==> config.mk <==
export PLATFORM = sky130hd
export DESIGN_NAME = serial_sum_subtractor
export DESIGN_NICKNAME = d
export VERILOG_FILES = /design/src/rtl/serial_sum_subtractor.sv
export SDC_FILE = /design/constraint.sdc
export NUM_CORES = 1
export LEC_CHECK = 0
export ABC_AREA = 1
export BUFFER_PORTS_ARGS = -buffer_cell sky130_fd_sc_hd__buf_2
export CAP_MARGIN = 20
export CORE_ASPECT_RATIO = 0.7
export CORE_MARGIN = 2
export CORE_UTILIZATION = 49
export DETAILED_ROUTE_END_ITERATION = 6
export GPL_TIMING_DRIVEN = 0
export PLACE_DENSITY = 0.83
export REMOVE_ABC_BUFFERS = 1
export SETUP_SLACK_MARGIN = 0.4
export SKIP_LAST_GASP = 1
export SLEW_MARGIN = 20
export SYNTH_ARGS = -nofsm -noshare
export SYNTH_HDL_FRONTEND = slang
export SYNTH_SLANG_ARGS = --single-unit
==> constraint.sdc <==
create_clock -name clk -period 1.3 [get_ports clk]
set_clock_uncertainty 0.1 [all_clocks]
set_input_delay 0.065 -clock clk [delete_from_list [all_inputs] [get_ports clk]]
set_output_delay 0.065 -clock clk [all_outputs]
set_load 0.02 [all_outputs]
==> src/rtl/serial_sum_subtractor.sv <==
`default_nettype none
// ============================================================================
// Module   : serial_sum_subtractor
// Brief    : Recovers operand a from a registered sum and known operand b
//            by bit-serial subtraction (diff = sum - b), LSB first.
// Revision : 1.0 - initial release
// ============================================================================
module serial_sum_subtractor #(
  parameter int SUM_W = 8,
  parameter int OPD_W = 4
) (
  input  logic             clk,
  input  logic             rst,
  input  logic             in_valid,
  output logic             in_ready,
  input  logic [SUM_W-1:0] sum,
  input  logic [OPD_W-1:0] b,
  output logic             out_valid,
  input  logic             out_ready,
  output logic [OPD_W-1:0] a,
  output logic             neg,
  output logic             ovf
);

  localparam int CNT_W = (SUM_W > 1) ? $clog2(SUM_W) : 1;
  localparam logic [CNT_W-1:0] c_LAST_CNT = CNT_W'(SUM_W - 1);

  typedef enum logic [1:0] {
    ST_IDLE = 2'd0,
    ST_RUN  = 2'd1,
    ST_DONE = 2'd2
  } state_t;

  state_t             r_state;
  logic [SUM_W-1:0]   r_sum;
  logic [SUM_W-1:0]   r_b;
  logic               r_borrow;
  logic [CNT_W-1:0]   r_cnt;
  // Only the upper SUM_W-1 bits of the partial difference need storing;
  // the bit being produced this cycle completes the full word combinationally.
  logic [SUM_W-2:0]   r_diff;
  logic               r_in_ready;
  logic               r_out_valid;
  logic [OPD_W-1:0]   r_a;
  logic               r_neg;
  logic               r_ovf;

  logic               w_s;
  logic               w_t;
  logic               w_d;
  logic               w_borrow_nxt;
  logic [SUM_W-1:0]   w_diff_nxt;
  logic               w_last;
  logic               w_upper_nz;

  assign w_s          = r_sum[0];
  assign w_t          = r_b[0];
  assign w_d          = w_s ^ w_t ^ r_borrow;
  assign w_borrow_nxt = (~w_s & w_t) | (~(w_s ^ w_t) & r_borrow);
  assign w_diff_nxt   = {w_d, r_diff};
  assign w_last       = (r_cnt == c_LAST_CNT);
  assign w_upper_nz   = |w_diff_nxt[SUM_W-1:OPD_W];

  always_ff @(posedge clk) begin
    if (rst) begin
      r_state     <= ST_IDLE;
      r_sum       <= '0;
      r_b         <= '0;
      r_borrow    <= 1'b0;
      r_cnt       <= '0;
      r_diff      <= '0;
      r_in_ready  <= 1'b1;
      r_out_valid <= 1'b0;
      r_a         <= '0;
      r_neg       <= 1'b0;
      r_ovf       <= 1'b0;
    end else begin
      case (r_state)
        ST_IDLE: begin
          if (in_valid) begin
            r_sum      <= sum;
            r_b        <= {{(SUM_W-OPD_W){1'b0}}, b};
            r_borrow   <= 1'b0;
            r_cnt      <= '0;
            r_diff     <= '0;
            r_in_ready <= 1'b0;
            r_state    <= ST_RUN;
          end
        end
        ST_RUN: begin
          r_sum    <= {1'b0, r_sum[SUM_W-1:1]};
          r_b      <= {1'b0, r_b[SUM_W-1:1]};
          r_borrow <= w_borrow_nxt;
          r_diff   <= w_diff_nxt[SUM_W-1:1];
          r_cnt    <= r_cnt + CNT_W'(1);
          if (w_last) begin
            r_a         <= w_diff_nxt[OPD_W-1:0];
            r_neg       <= w_borrow_nxt;
            r_ovf       <= w_borrow_nxt | w_upper_nz;
            r_out_valid <= 1'b1;
            r_state     <= ST_DONE;
          end
        end
        ST_DONE: begin
          if (out_ready) begin
            r_out_valid <= 1'b0;
            r_in_ready  <= 1'b1;
            r_state     <= ST_IDLE;
          end
        end
        default: begin
          r_out_valid <= 1'b0;
          r_in_ready  <= 1'b1;
          r_state     <= ST_IDLE;
        end
      endcase
    end
  end

  assign in_ready  = r_in_ready;
  assign out_valid = r_out_valid;
  assign a         = r_a;
  assign neg       = r_neg;
  assign ovf       = r_ovf;

endmodule
`default_nettype wire

==> impl_metrics.tcl <==
set metrics [dict create \
    grt.overflow.total 0 \
    pin_slew_with_the_least_headroom_to_its_limit_ps 553.8 \
    largest_net_degree_at_the_start_of_global_routing 20 \
    start_kind "flop" \
    syn_to_final_growth_pct 65.22 \
    synthesis.yosys.warnings 0 \
    avg_cell_area_syn_um2 6.798 \
    chipHeight_um 49.91 \
    global_route_wire_length_before_repair_um 7010 \
    num_antenna_cells 0 \
    worstRegToRegCells 7 \
    total_leakage_power_nw 1.126 \
    most-common-layout-cells "53 x sky130_fd_sc_hd__nand2_1, 26 x sky130_fd_sc_hd__inv_1, 21 x sky130_fd_sc_hd__a21oi_2" \
    finalSetupTns_ps -213.8 \
    cp_slowest_stage_delay_ps 360 \
    path_cells "ha_4 -> ha_4 -> nand2_4 -> nor2_4 -> buf_4 -> nor2_1 -> nor2_1" \
    worstHoldPathCells 3 \
    crit_slowest_cell "sky130_fd_sc_hd__dfxtp_2" \
    final_antenna_net_count 0 \
    failing_checks "setup timing" \
    detailed_place.area_um2 1570 \
    first_global_vias 1492 \
    hold-worst-slack_ps 30.12 \
    dieArea_um2 3472 \
    worst_ep_arrival_time_ps 1520 \
    worst_skew_pair.late_latency_ps 300 \
    mostFrequentLayoutCell "sky130_fd_sc_hd__nand2_1" \
    slew_violations 0 \
    period_share 1.086 \
    synthDistinctLibCells 17 \
    detail_route.vias_per_cell 5.425 \
    rsz0062_at_grt "true" \
    hold_path_endpoint "r_state[0]" \
    cp.required_ps 1410 \
    status "complete, but fails checks" \
    cap_violations 0 \
    hp-class "primary input to flop" \
    detail_route.wirelength_um 5486 \
    synth-seq-cells 33 \
    routed_wire_length_per_instance_um 17.81 \
    place.port_buffers 23 \
    cpLargestDelayFamily "simple AND/OR/NAND/NOR gates" \
    slew_margin_rel 0.6304 \
    clock-sinks 33 \
    fin_crit_ps 1412 \
    first_iter_violations 145 \
    worst_hold_startpoint "in_valid" \
    routabilityCongestion 0.7517 \
    placed_cells 266 \
    finalCoreUtilization 0.8635 \
    path_buf_inv 1 \
    fmaxAchievable_mhz 708.4 \
    critical_path.reg2reg.startpoint "r_cnt[0]" \
    final_area_um2 2437 \
    initial_antenna_violation_count 0 \
    layout-drive-gt1-share 0.4926 \
    timing.critical_path.fanout_max 7 \
    final-hold-violation-count 0 \
    timing.final.ws_setup_ps -111.7 \
    layout.nets 291 \
    syn-instance-count 217 \
    ir_drop_mv 0.8958 \
    setup.worst_path.end_class "flop" \
    ctsLongestPathBuffers 2 \
    start_util 0.5226 \
    reg2reg_slack_ps -110 \
    drc_errors_left 0 \
    cts.clk_slew.worst_paths_ps 80 \
    dr.pass1.iters 4 \
    synth.yosys.seq_area_share 0.4478 \
    number_of_i_o_pins 24 \
    fillers 138 \
    report.final.setup_viol 6 \
    vias 1671 \
    design.core.area_um2 2823 \
    grt_usage 0.2703 \
    cellPowerDensity_nw_per_um2 1015 \
    clock_tree_from_tritoncts "yes" \
    floorplan.rows 16 \
    dpl.hpwl_um 1795 \
    report.power.total_mw 2.473 \
    htree_num_levels 2 \
    mappedNetlistArea_um2 1475 \
    crit_type "flop to flop" \
    worstReg2RegEnd "a[0]" \
    clock-root-buffer "sky130_fd_sc_hd__clkbuf_8" \
    die_w_um 69.58 \
    tritoncts.num_buffers 5 \
    dp_slack_ps -658.8 \
    final_cells 308 \
]
==> synthesized netlist by cell type (all sizes together) <==
library cell   n  share of area
inv           32          0.081
ha             2          0.017
buf           10          0.044
a21oi         27          0.092
or2            1         0.0042
nand3          5          0.017
dfxtp         33           0.45
nand2         79           0.20
fa             1          0.014
nor2          22          0.058
o21ai          5          0.025
==> routing by layer <==
layer | routed length (um) | vias to the layer above | global-route usage
met5 | 0 | - | 0
met2 | 2638 | 105 | 0.4295
met3 | 419 | 21 | 0.08180
li1 | - | 771 | -
met1 | 2200 | 774 | 0.3321
met4 | 227 | 0 | 0.1405
==> area by class of cell <==
class,instances,area [um2],area share
flip-flops and latches,33,681.9,0.2798
clock buffers,7,86.33,0.03542
inverters,32,135.1,0.05544
well taps,36,45.04,0.01848
repair buffers,56,535.5,0.2197
multi-input cells,144,953.4,0.3912
==> cell families (layout without fill, tap and decap cells) <==
family / Yosys count / count (layout) / synth area share
buffers and inverters: 42 / 95 / 0.1255
and+or+nand+nor: 107 / 108 / 0.2799
AOI/OAI and AO/OA: 32 / 33 / 0.1162
DFF: 33 / 33 / 0.4478
adders and majority gates: 3 / 3 / 0.03053
==> where the power goes <==
group | internal, mW | switching (mW) | total (mW)
combinational | 0.254 | 0.323 | 0.577
clock | 0.420 | 0.383 | 0.803
sequential | 1.06 | 0.0344 | 1.09
==> worst reg2reg max path, delay by kind of cell, from the launching register on <==
kind          cells  cell delay (ps)
simple gates      4              430
flops             1              360
fa+ha+maj         2              290
buf+inv           1              150
==> worst max path at each step <==
stage	from	to	slack, ps	cells after the start
after CTS	r_borrow	ovf	-10	6
after floorplan	r_state[0]	r_borrow	-160	4
after detailed placement	r_state[0]	r_cnt[2]	-660	4
after global routing	r_cnt[0]	a[0]	-180	7
after global placement	r_state[0]	r_diff[4]	-590	4
final	r_cnt[0]	a[0]	-110	7
==> sequential cells by signal (all words and copies together) (netlist names), 2 cells and up <==
name	count
r_sum	8
r_diff	7
a	4
r_b	4
r_cnt	3
r_state	2
==> repair_timing <==
action                                  CTS  global route
resized for setup                        80            56
cloned                                    4             0
buffers inserted                         19             2
hold buffers                             10             0
endpoints found under the setup margin   41            41
pin swaps                                18            27
hold endpoints to repair                 10             0
Note: power is estimated with default switching activity, not from simulation.
